`config.mk`:
```
export PLATFORM = sky130hd
export DESIGN_NAME = mpu_regfile_arbiter
export DESIGN_NICKNAME = d
export VERILOG_FILES = /design/src/rtl/mpu_regfile_arbiter.sv
export SDC_FILE = /design/constraint.sdc
export NUM_CORES = 1
export LEC_CHECK = 0
export ABC_AREA = 1
export CAP_MARGIN = 40
export CORE_ASPECT_RATIO = 0.9
export CORE_MARGIN = 3
export CORE_UTILIZATION = 29
export CTS_BUF_LIST = sky130_fd_sc_hd__clkbuf_16
export DETAILED_ROUTE_END_ITERATION = 7
export GPL_TIMING_DRIVEN = 0
export PLACE_DENSITY = 0.86
export SKIP_CTS_REPAIR_TIMING = 1
export SLEW_MARGIN = 5
export SYNTH_ARGS = -nofsm -noshare
export SYNTH_HDL_FRONTEND = slang
export SYNTH_SLANG_ARGS = --single-unit
```
`constraint.sdc`:
```
create_clock -name clk -period 3.3 [get_ports clk]
set_input_delay 0.66 -clock clk [delete_from_list [all_inputs] [get_ports clk]]
set_output_delay 0.66 -clock clk [all_outputs]
set_load 0.05 [all_outputs]
```
`src/rtl/mpu_regfile_arbiter.sv`:
```
// Round-robin burst arbiter sharing the matrix register-file write port between the
// load path (ld) and the multiply writeback path (wb), with a stall watchdog.
module mpu_regfile_arbiter #(
  parameter int unsigned TIMEOUT         = 16,
  parameter int unsigned FP              = 32,
  parameter int unsigned MBITS           = 3,
  parameter int unsigned NBITS           = 3,
  parameter int unsigned MATRIX_REG_SIZE = 4
) (
  input  logic                       clk,
  input  logic                       rst,

  input  logic                       ld_req_in,
  input  logic                       ld_valid_in,
  input  logic                       ld_last_in,
  input  logic [MATRIX_REG_SIZE-1:0] ld_addr_in,
  input  logic [FP-1:0]              ld_element_in,
  input  logic [MBITS:0]             ld_i_in,
  input  logic [NBITS:0]             ld_j_in,
  input  logic [MBITS:0]             ld_m_in,
  input  logic [NBITS:0]             ld_n_in,
  output logic                       ld_gnt_out,
  output logic                       ld_ready_out,

  input  logic                       wb_req_in,
  input  logic                       wb_valid_in,
  input  logic                       wb_last_in,
  input  logic [MATRIX_REG_SIZE-1:0] wb_addr_in,
  input  logic [FP-1:0]              wb_element_in,
  input  logic [MBITS:0]             wb_i_in,
  input  logic [NBITS:0]             wb_j_in,
  input  logic [MBITS:0]             wb_m_in,
  input  logic [NBITS:0]             wb_n_in,
  output logic                       wb_gnt_out,
  output logic                       wb_ready_out,

  input  logic                       reg_ready_in,
  output logic                       reg_load_en_out,
  output logic [MATRIX_REG_SIZE-1:0] reg_load_addr_out,
  output logic [FP-1:0]              reg_load_element_out,
  output logic [MBITS:0]             reg_i_load_loc_out,
  output logic [NBITS:0]             reg_j_load_loc_out,
  output logic [MBITS:0]             reg_m_load_size_out,
  output logic [NBITS:0]             reg_n_load_size_out,

  output logic                       arb_owner_out,
  output logic                       arb_timeout_out
);

  localparam int unsigned TW = $clog2(TIMEOUT) + 1;

  typedef enum logic [0:0] {ArbIdle, ArbGrant} state_e;

  state_e        state_q;
  logic          owner_q;  // 0 = ld, 1 = wb
  logic          prio_q;   // side that wins the next contention
  logic [TW-1:0] timer_q;
  logic          ld_gnt_q, wb_gnt_q, timeout_q;

  logic granted, own_valid, own_last, own_req, beat, expire, done, win_wb;

  assign granted   = rst && (state_q == ArbGrant);
  assign own_valid = owner_q ? wb_valid_in : ld_valid_in;
  assign own_last  = owner_q ? wb_last_in  : ld_last_in;
  assign own_req   = owner_q ? wb_req_in   : ld_req_in;
  assign beat      = granted && own_valid && reg_ready_in;
  assign expire    = (timer_q == TW'(TIMEOUT - 1));
  // A beat at expiry takes precedence over both abort and timeout.
  assign done      = granted && (beat ? own_last : (!own_req || expire));
  assign win_wb    = wb_req_in && (!ld_req_in || prio_q);

  always_ff @(posedge clk) begin
    if (!rst) begin
      state_q   <= ArbIdle;
      owner_q   <= 1'b0;
      prio_q    <= 1'b0;
      timer_q   <= '0;
      ld_gnt_q  <= 1'b0;
      wb_gnt_q  <= 1'b0;
      timeout_q <= 1'b0;
    end else begin
      timeout_q <= 1'b0;
      unique case (state_q)
        ArbIdle: begin
          if (ld_req_in || wb_req_in) begin
            state_q  <= ArbGrant;
            owner_q  <= win_wb;
            ld_gnt_q <= !win_wb;
            wb_gnt_q <= win_wb;
            timer_q  <= '0;
          end
        end
        ArbGrant: begin
          if (done) begin
            state_q   <= ArbIdle;
            prio_q    <= !owner_q;
            ld_gnt_q  <= 1'b0;
            wb_gnt_q  <= 1'b0;
            timer_q   <= '0;
            timeout_q <= !beat && own_req && expire;
          end else if (beat) begin
            timer_q <= '0;
          end else if (timer_q != '1) begin
            timer_q <= timer_q + TW'(1);
          end
        end
        default: state_q <= ArbIdle;
      endcase
    end
  end

  assign ld_gnt_out      = ld_gnt_q;
  assign wb_gnt_out      = wb_gnt_q;
  assign arb_owner_out   = owner_q;
  assign arb_timeout_out = timeout_q;
  assign ld_ready_out    = granted && !owner_q && reg_ready_in;
  assign wb_ready_out    = granted && owner_q && reg_ready_in;
  assign reg_load_en_out = beat;

  always_comb begin
    reg_load_addr_out    = '0;
    reg_load_element_out = '0;
    reg_i_load_loc_out   = '0;
    reg_j_load_loc_out   = '0;
    reg_m_load_size_out  = '0;
    reg_n_load_size_out  = '0;
    if (beat) begin
      if (owner_q) begin
        reg_load_addr_out    = wb_addr_in;
        reg_load_element_out = wb_element_in;
        reg_i_load_loc_out   = wb_i_in;
        reg_j_load_loc_out   = wb_j_in;
        reg_m_load_size_out  = wb_m_in;
        reg_n_load_size_out  = wb_n_in;
      end else begin
        reg_load_addr_out    = ld_addr_in;
        reg_load_element_out = ld_element_in;
        reg_i_load_loc_out   = ld_i_in;
        reg_j_load_loc_out   = ld_j_in;
        reg_m_load_size_out  = ld_m_in;
        reg_n_load_size_out  = ld_n_in;
      end
    end
  end

endmodule

```
Yosys cells after proc, flatten, opt, wreduce, memory -nomap -nowiden:

Cells that the tools add are included.

* eq/ne operators: 5
* mux-type cells: 29
* bitwise operators: 1
* $add $sub $neg: 1
* reduce and logical (&&, ||, !) cells: 24

Operator list (count)
* $mux 32: 2
* $mux 4: 10
* $mux 5: 4
* $logic_and 1x1->1: 11
* $pmux 5 s2: 1
* $mux 1: 9
* $reduce_and 2->1: 4
* $pmux 1 s2: 3
* $add 5x1->5 const B: 1
* $eq 5x4->1 const B: 1
* $logic_not 1->1: 5
* $ne 5x5->1 const B: 1
* $ne 4x1->1 const B: 1
* $logic_or 1x1->1: 3
* $reduce_and 3->1: 1
* $ne 2x1->1 const B: 1
* $ne 2x2->1 const B: 1
* $not 1->1: 1

* input bits: 113
* bits in registers: 11
* word-level logic and storage cells: 67
* output and inout bits: 59

Longest topological paths before layout:

Gate-level depths: netlist (run 1).

* depth after elaboration: 7
* gate-level depth with buffers: 11
* depth with buffers taken out: 11

Worst setup path after synthesis (run 1):

OpenSTA, ideal clock, no wires.

* kind: flip-flop to output port
* start: register owner_q, in the netlist arb_owner_out
* end: output reg_load_element_out[23]
* path buffers: 2
* required time: 2640 ps
* setup slack: 578 ps
* arrival: 2062 ps
* stages on the path, launching flop included: 5
* path through: dfxtp_1 -> buf_4 -> clkbuf_1 -> nand2_1 -> a21oi_1

* cells in the longest elaborated chain, start to end: 4
* elaborated cells between the ends (all ways): 5
* those cells by class: mux: 3; reduce/logical: 2

Ends and longest elaborated chain
* start: declaration: line 55 `logic owner_q;`
* start signal: assignment: line 87 `owner_q <= win_wb;`
* $mux 1: line 63 `assign own_valid = owner_q ? wb_valid_in : ld_valid_in;`
* $logic_and 1x1->1 (2 in series): line 66 `assign beat = granted && own_valid && reg_ready_in;`
* $mux 32 *: line 127 `if (beat) begin`
* end: declaration: line 40 `output logic [FP-1:0] reg_load_element_out,`

Every way passes the cells marked *; elsewhere a longest branch is shown, timed or not.

Worst setup path after layout (run 1):

* start: input rst
* end: output reg_load_element_out[31]

* cells in the longest elaborated chain, start to end: 4

Ends and longest elaborated chain
* start: declaration: line 11 `input logic rst,`
* $logic_and 1x1->1: line 62 `assign granted = rst && (state_q == ArbGrant);`
* $logic_and 1x1->1 (2 in series): line 66
* $mux 32: line 127

No other way between the ends.

==> flow_metrics.py, run 1 <==
metrics = {
    "cts": {
        "htreeDepth": 1,
        "clock_sinks": 11,
        "clockRootBuffer": "clkbuf_16",
        "numCtsBuffers": 3,
        "clk_latency_ns": 0.24,
        "cts.path.max_buffers": 2,
        "tritoncts": "yes",
        "clk_pin_slew_worst_paths_ns": 0.04,
    },
    "die": {
        "fp.dieH_um": 73.3,
        "die_x_um": 80.8,
        "die-area_um2": 5920,
        "row_count": 23,
        "ioPinCount": 172,
        "initial_utilization": 0.313,
        "core_um2": 4660,
    },
    "timing": {
        "setup_viol": 0,
        "drv_slew": 0,
        "fin_crit_ns": 3.16,
        "max_slew_margin": 0.611,
        "fin_setup_tns_ns": 0,
        "rsz0062_at_grt": "false",
        "clock_skew_ns": 0.00371,
        "post-route-period-util": 0.957,
        "worstMarginPinSlew_ns": 0.582,
        "finalHoldViolations": 0,
        "clock.fmax_mhz": 317,
    },
    "run_status": {
        "status": "complete, no violations",
    },
    "grt": {
        "grt_pass1_wl_um": 10400,
        "antenna_found_initial": 0,
        "grt.total_usage": 0.220,
        "grt_max_degree": 11,
        "grt_pass1_vias": 2304,
        "grt-ovfl-total": 0,
    },
    "placed_design": {
        "io_buffers": 171,
        "dpl.hpwl_um": 5970,
        "gp_congestion": 0.867,
        "place_area_um2": 3250,
    },
    "synthesis": {
        "synth_top_area_frac": 0.311,
        "ys_seq_area_frac": 0.151,
        "synth-simple-area-share": 0.479,
        "synth-seq-cells": 11,
        "synthAdderAreaFrac": 0.0257,
        "syn_avg_cell_area_um2": 5.21,
        "synth_compound_area_frac": 0.226,
        "synth.distinct_cells": 23,
        "synth.area.mux_share": 0,
        "syn_inst": 280,
        "yosys.area.top_type": "nand2_1",
        "synth_top_family_by_area": "simple AND/OR/NAND/NOR gates",
        "synth_fp_nets": 396,
        "synth_area_um2": 1460,
        "synth-xor-area-share": 0.0120,
        "synthTopCellsByArea": "nand2_1 31%, a21oi_1 20%, dfxtp_1 15%",
        "yosysWarnings": 0,
    },
    "critical_path": {
        "path_class": "in2out",
        "worst_ep_required_time_ns": 2.64,
        "path_max_fanout": 10,
        "arrival_ns": 2.50,
        "start_kind": "input pin",
        "end_kind": "output pin",
    },
    "pwr": {
        "power_mw": 0.728,
        "cellPowerDensity_nw_per_um2": 210,
        "cellLeakagePower_nw": 2.34,
        "ir_drop_v": 0.000302,
    },
    "job": {
        "max_cap_violations": 0,
    },
    "final_layout": {
        "seqCellArea_um2": 220,
        "design_area_um2": 3460,
        "drive_gt1_frac": 0.0418,
        "fin_nets": 572,
        "fill_cells": 378,
        "area_delta_synth_final_pct": 137,
        "multi_input_area_um2": 1080,
        "final_cell_mix": "121 x nand2_1, 121 x clkdlybuf4s50_1, 59 x a21oi_1",
    },
    "detailed_routing": {
        "viasPerCell": 4.81,
        "num_vias": 2491,
        "drt_iter0_markers": 77,
        "wl_per_cell_um": 14.6,
        "drt-pass1-iter-count": 4,
        "drc": 0,
        "detail-route-antenna-nets": 0,
        "routed_wl_um": 7540,
    },
    "hold_path": {
        "min_path_type": "reg2reg",
    },
}
state kept, by name, indices dropped and copies added (netlist names):
| register | flops |
|---|---|
| arb_owner_out | 1 |
| arb_timeout_out | 1 |
| ld_gnt_out | 1 |
| prio_q | 1 |
| state_q | 1 |
| timer_q | 5 |
| wb_gnt_out | 1 |
routing by layer:
layer | share of wire | up-vias | GRT usage | wire length (µm)
met2 | 0.49 | 130 | 0.399 | 3730
li1 | - | 1243 | - | -
met3 | 0.11 | 23 | 0.0735 | 825
met4 | 0.035 | 0 | 0.0976 | 261
met5 | 0 | - | 0 | 0
met1 | 0.36 | 1095 | 0.231 | 2730
through the flow:
| stage | utilization | hold slack (ns) | std cells | setup WS (ns) |
|---|---|---|---|---|
| 4_1_cts | 0.714 | 0.528 | 517 | -0.172 |
| 6_report | 0.742 | 0.526 | 518 | 0.140 |
| 3_3_place_gp | 0.697 | 0.496 | 513 | -0.168 |
| 3_5_place_dp | 0.697 | 0.516 | 513 | -0.148 |
| 2_1_floorplan | - | 0.478 | 280 | 0.578 |
| 5_1_grt | 0.741 | 0.553 | 517 | 0.0262 |
logic make-up (layout without fill, tap and decap cells):
group / count (synthesis) / after routing
compound gates: 65 / 65
flops: 11 / 11
xor+xnor: 2 / 2
fa+ha+maj: 3 / 3
buf+inv: 36 / 211
simple gates: 163 / 163
other cells: 0 / 1
final timing paths:
| check | cells past startpoint | slack [ns] | endpoint | from |
|---|---|---|---|---|
| worst max-delay path | 6 | 0.14 | reg_load_element_out[31] | rst |
| worst min-delay path | 2 | 0.53 | timer_q[1]$_SDFFE_PN0P_ | timer_q[1]$_SDFFE_PN0P_ |
| worst max register to register | 11 | 1.50 | timer_q[0]$_SDFFE_PN0P_ | timer_q[0]$_SDFFE_PN0P_ |
| worst min register to register | 2 | 0.53 | timer_q[1]$_SDFFE_PN0P_ | timer_q[1]$_SDFFE_PN0P_ |
layout make-up:
type / count / share of cell area
diodes: 1 / 0.000724
flip-flops and latches: 11 / 0.0637
plain buffers: 19 / 0.0264
well taps: 62 / 0.0224
clock buffers: 3 / 0.0217
repair buffers: 171 / 0.531
inverters: 17 / 0.0185
clock inverters: 1 / 0.00145
multi-input cells: 233 / 0.314
power breakdown:
| group | total, mW | internal, mW | leakage (nW) | switching, mW |
|---|---|---|---|---|
| clock | 0.224 | 0.161 | 0.0409 | 0.0630 |
| sequential | 0.149 | 0.143 | 0.0903 | 0.00672 |
| combinational | 0.355 | 0.184 | 2.21 | 0.171 |
worst max-delay path: stages:
cell	delay, ns
clkdlybuf4s50_1	0.53
nand2_4	0.09
nor2_8	0.10
nand2_4	0.11
a21oi_1	0.13
clkdlybuf4s50_1	0.87
synthesized netlist by cell type:
library cell	n
a21boi_0	1
a21oi_1	59
and3_1	1
buf_2	1
buf_4	1
buf_6	2
clkbuf_1	15
dfxtp_1	11
ha_1	3
inv_1	15
inv_2	2
nand2_1	121
nand2_2	2
nand2_4	2
nand3_1	13
nand3_4	2
nor2_1	19
nor2_2	2
nor2_8	1
o21a_1	1
o21ai_0	4
xnor2_1	1
xor2_1	1
Power figures use the tool's default switching activity.
==> run 2: changes to the inputs <==
- CORE_ASPECT_RATIO: 0.9 -> unset
==> run 2 against run 1 <==
Compared with the run above:
- wire length fell by 4.5%
- hold slack got worse by 0.0086 ns
- combinational power barely moved
- critical path depth did not move
- utilization fell by 1.8 points
- die area barely moved
- design area rose by 0.11%
- largest cell class unchanged
- sequential share of layout area barely moved
==> flow_metrics.py, run 2 (synthesis results as in run 1) <==
metrics = {
    "grt": {
        "grt_pass1_wl_um": 10800,
        "grt-ovfl-total": 0,
        "antenna_found_initial": 0,
        "grt_pass1_vias": 2307,
        "grt.total_usage": 0.218,
        "grt_max_degree": 11,
    },
    "critical_path": {
        "arrival_ns": 2.48,
        "path_max_fanout": 10,
        "end_kind": "output pin",
        "crit_family": "buffers and inverters",
        "critPathMaxStageDelay_ns": 0.85,
        "crit_buf_inv": 2,
        "worst_ep_required_time_ns": 2.64,
        "start_kind": "input pin",
        "path_class": "in2out",
        "path_cells": "clkdlybuf4s50_1, nand2_4, nor2_8, nand2_4, a21oi_1, clkdlybuf4s50_1",
        "cpMaxStageDelayCell": "clkdlybuf4s50_1",
    },
    "timing": {
        "max_slew_margin": 0.628,
        "clock.fmax_mhz": 318,
        "post-route-period-util": 0.952,
        "setup_slack_ns": 0.157,
        "fin_setup_tns_ns": 0,
        "setup_viol": 0,
        "rsz0062_at_grt": "false",
        "drv_slew": 0,
        "fin_crit_ns": 3.14,
        "worstMarginPinSlew_ns": 0.557,
        "clock_skew_ns": 0.00359,
        "finalHoldViolations": 0,
    },
    "final_layout": {
        "final_cell_mix": "121 x nand2_1, 121 x clkdlybuf4s50_1, 59 x a21oi_1",
        "fin_nets": 572,
        "seqCellArea_um2": 220,
        "regMostFlops": "timer_q",
        "multi_input_area_um2": 1080,
        "drive_gt1_frac": 0.0418,
        "diodes": 0,
        "area_delta_synth_final_pct": 137,
        "largest_register_ff_count": 5,
        "fill_cells": 392,
    },
    "detailed_routing": {
        "drt_iter0_markers": 48,
        "viasPerCell": 4.73,
        "wl_per_cell_um": 13.8,
        "drc": 0,
        "detail-route-antenna-nets": 0,
        "num_vias": 2468,
        "routed_wl_um": 7200,
        "drt-pass1-iter-count": 4,
    },
    "die": {
        "core_um2": 4790,
        "fp.dieH_um": 77.0,
        "die_x_um": 77.0,
        "die-area_um2": 5920,
        "row_count": 25,
        "initial_utilization": 0.305,
        "ioPinCount": 172,
    },
    "placed_design": {
        "io_buffers": 171,
        "dpl.hpwl_um": 5740,
        "gp_congestion": 0.814,
        "place_ws_ns": -0.133,
    },
    "cts": {
        "clock_sinks": 11,
        "tritoncts": "yes",
        "htreeDepth": 1,
        "clk_pin_slew_worst_paths_ns": 0.04,
        "numCtsBuffers": 3,
        "clockRootBuffer": "clkbuf_16",
        "clk_latency_ns": 0.24,
        "cts.path.max_buffers": 2,
    },
    "pwr": {
        "ir_drop_v": 0.000202,
        "cellLeakagePower_nw": 2.34,
        "power_mw": 0.729,
        "cellPowerDensity_nw_per_um2": 211,
    },
    "hold_path": {
        "min_path_type": "reg2reg",
    },
    "run_status": {
        "status": "complete, no violations",
    },
    "job": {
        "max_cap_violations": 0,
    },
}
==> run 2: cell types whose count changed in the layout (fill, tap and decap cells not counted) <==
| cell | change |
|---|---|
| diode_2 | -1 |
==> run 2: metrics by stage <==
stage / hold WS (ns) / cell area (µm²) / utilization / cells
final: 0.518 / 3460 / 0.723 / 522
after global routing: 0.549 / 3460 / 0.723 / 522
after CTS: 0.523 / 3340 / 0.697 / 522
after detailed placement: 0.514 / 3260 / 0.680 / 518
after global placement: 0.494 / 3260 / 0.680 / 518
after floorplan: 0.478 / 1460 / - / 280
==> run 2: worst paths after layout <==
| check | endpoint | cells after the start | slack, ns | from |
|---|---|---|---|---|
| worst max-delay path | reg_load_addr_out[3] | 6 | 0.16 | rst |
| worst min-delay path | wb_gnt_out$_SDFFE_PN0P_ | 2 | 0.52 | wb_gnt_out$_SDFFE_PN0P_ |
| worst max register to register | timer_q[0]$_SDFFE_PN0P_ | 11 | 1.49 | timer_q[0]$_SDFFE_PN0P_ |
| worst min register to register | wb_gnt_out$_SDFFE_PN0P_ | 2 | 0.52 | wb_gnt_out$_SDFFE_PN0P_ |
==> run 2: where the power goes <==
| group | switching (mW) | leakage [nW] | internal, mW |
|---|---|---|---|
| Sequential | 0.00691 | 0.0903 | 0.143 |
| Combinational | 0.170 | 2.21 | 0.184 |
| Clock | 0.0645 | 0.0409 | 0.161 |
| Total | 0.242 | 2.34 | 0.487 |
==> run 2: cell type report <==
class                           instances  share of cell area
Buffer                                 19              0.0264
Clock buffer                            3              0.0217
Clock inverter                          1             0.00145
Inverter                               17              0.0184
Multi-Input combinational cell        233               0.313
Sequential cell                        11              0.0636
Tap cell                               67              0.0242
Timing Repair Buffer                  171               0.531
==> run 2: worst min-delay path, stage by stage, from the launching register on <==
cell and delay, ns:
dfxtp_1 0.31, o21ai_0 0.08, nor2_1 0.08
==> run 2: routing by layer <==
layer,vias to the layer above,part of all wire,track usage
met5,-,0,0
met4,0,0.030,0.0670
met3,22,0.088,0.0763
met2,128,0.51,0.392
met1,1074,0.37,0.239
li1,1244,-,-
==> run 3: changes to the inputs <==
- CORE_ASPECT_RATIO: unset -> 1.5
==> run 3 against run 2 <==
Compared with the run above:
- fmax is 1.1% lower
- combinational power hardly changed
- hold slack hardly changed
- first-iteration DRC count grew to 3.9 times the previous value
- via count is 0.85% lower
- largest cell class unchanged
==> flow_metrics.py, run 3 (synthesis results as in run 1) <==
metrics = {
    "die": {
        "initial_utilization": 0.301,
        "core_um2": 4850,
        "die-area_um2": 5940,
        "fp.dieH_um": 92.9,
        "die_x_um": 63.9,
        "row_count": 31,
        "ioPinCount": 172,
    },
    "detailed_routing": {
        "wl_met3_um": 736,
        "met1Wirelength_um": 2610,
        "drt-pass1-iter-count": 5,
        "viasPerCell": 4.70,
        "routed_wl_um": 7580,
        "wl_met2_um": 3920,
        "detail-route-antenna-nets": 0,
        "wl_per_cell_um": 14.5,
        "drt_iter0_markers": 188,
        "drc": 0,
        "num_vias": 2447,
        "routed.top_layer": "met4",
    },
    "critical_path": {
        "worst_ep_required_time_ns": 2.64,
        "path_class": "in2out",
        "path_max_fanout": 10,
        "end_kind": "output pin",
        "start_kind": "input pin",
        "arrival_ns": 2.52,
    },
    "placed_design": {
        "dpl.hpwl_um": 6010,
        "io_buffers": 171,
        "gp_congestion": 0.824,
    },
    "hold_path": {
        "min_path_type": "reg2reg",
    },
    "cts": {
        "cts.path.max_buffers": 2,
        "clk_latency_ns": 0.24,
        "numCtsBuffers": 3,
        "htreeDepth": 1,
        "clockRootBuffer": "clkbuf_16",
        "clk_pin_slew_worst_paths_ns": 0.04,
        "clock_sinks": 11,
        "tritoncts": "yes",
    },
    "pwr": {
        "cellLeakagePower_nw": 2.34,
        "cellPowerDensity_nw_per_um2": 211,
        "ir_drop_v": 0.000141,
    },
    "timing": {
        "clock_skew_ns": 0.00100,
        "max_slew_margin": 0.620,
        "rsz0062_at_grt": "false",
        "finalHoldViolations": 0,
        "worstMarginPinSlew_ns": 0.567,
        "drv_slew": 0,
        "setup_viol": 0,
        "fin_crit_ns": 3.18,
        "fin_setup_tns_ns": 0,
        "post-route-period-util": 0.963,
        "clock.fmax_mhz": 315,
    },
    "final_layout": {
        "fin_nets": 572,
        "regMostFlops": "timer_q",
        "fin_util": 0.713,
        "diodes": 0,
        "area_delta_synth_final_pct": 137,
        "drive_gt1_frac": 0.0396,
        "final_cell_mix": "121 x nand2_1, 121 x clkdlybuf4s50_1, 59 x a21oi_1",
        "multi_input_area_um2": 1080,
        "largest_register_ff_count": 5,
        "fill_cells": 395,
        "seqCellArea_um2": 220,
    },
    "job": {
        "max_cap_violations": 0,
    },
    "grt": {
        "antenna_found_initial": 0,
        "grt_pass1_wl_um": 11400,
        "grt_pass1_vias": 2382,
        "grt_max_degree": 11,
        "grt-ovfl-total": 0,
        "grt.total_usage": 0.242,
    },
    "run_status": {
        "status": "complete, no violations",
    },
}
run 3: worst max-delay path, stage by stage:
cell	delay (ns)
clkdlybuf4s50_1	0.54
nand2_4	0.09
nor2_8	0.10
nand2_4	0.11
a21oi_1	0.14
clkdlybuf4s50_1	0.86
run 3: worst paths after layout:
path	slack (ns)	cells past startpoint	from	endpoint
hold reg to reg	0.52	2	timer_q[1]$_SDFFE_PN0P_	timer_q[1]$_SDFFE_PN0P_
setup / recovery	0.12	6	rst	reg_load_element_out[31]
setup reg to reg	1.49	11	timer_q[0]$_SDFFE_PN0P_	timer_q[0]$_SDFFE_PN0P_
hold / removal	0.52	2	timer_q[1]$_SDFFE_PN0P_	timer_q[1]$_SDFFE_PN0P_
run 3: where the power goes:
group | total (mW) | internal, mW | leakage [nW] | switching (mW)
Sequential | 0.150 | 0.143 | 0.0903 | 0.00726
Clock | 0.225 | 0.160 | 0.0423 | 0.0654
Combinational | 0.355 | 0.184 | 2.21 | 0.171
Total | 0.730 | 0.486 | 2.34 | 0.244
run 3: per-stage QoR:
step                cell area (µm²)  total power, mW  cells  hold slack (ns)  setup slack, ns
floorplan                      1460            0.318    280            0.478            0.578
global placement               3250            0.501    517            0.498           -0.193
detailed placement             3250            0.505    517            0.510           -0.190
CTS                            3330            0.733    521            0.521           -0.197
global route                   3460            0.766    521            0.552          0.00737
finish                         3460            0.730    521            0.518            0.122
run 3: metal layers:
metal,vias to the layer above,global-route usage
met5,-,0
met4,0,0.0901
met3,25,0.0898
met2,131,0.418
met1,1053,0.264
li1,1238,-
run 3: cell type report:
type	instances	share of cell area
Buffer	19	0.0264
Clock buffer	3	0.0217
Clock inverter	1	0.00109
Inverter	17	0.0185
Multi-Input combinational cell	233	0.314
Sequential cell	11	0.0637
Tap cell	66	0.0239
Timing Repair Buffer	171	0.531
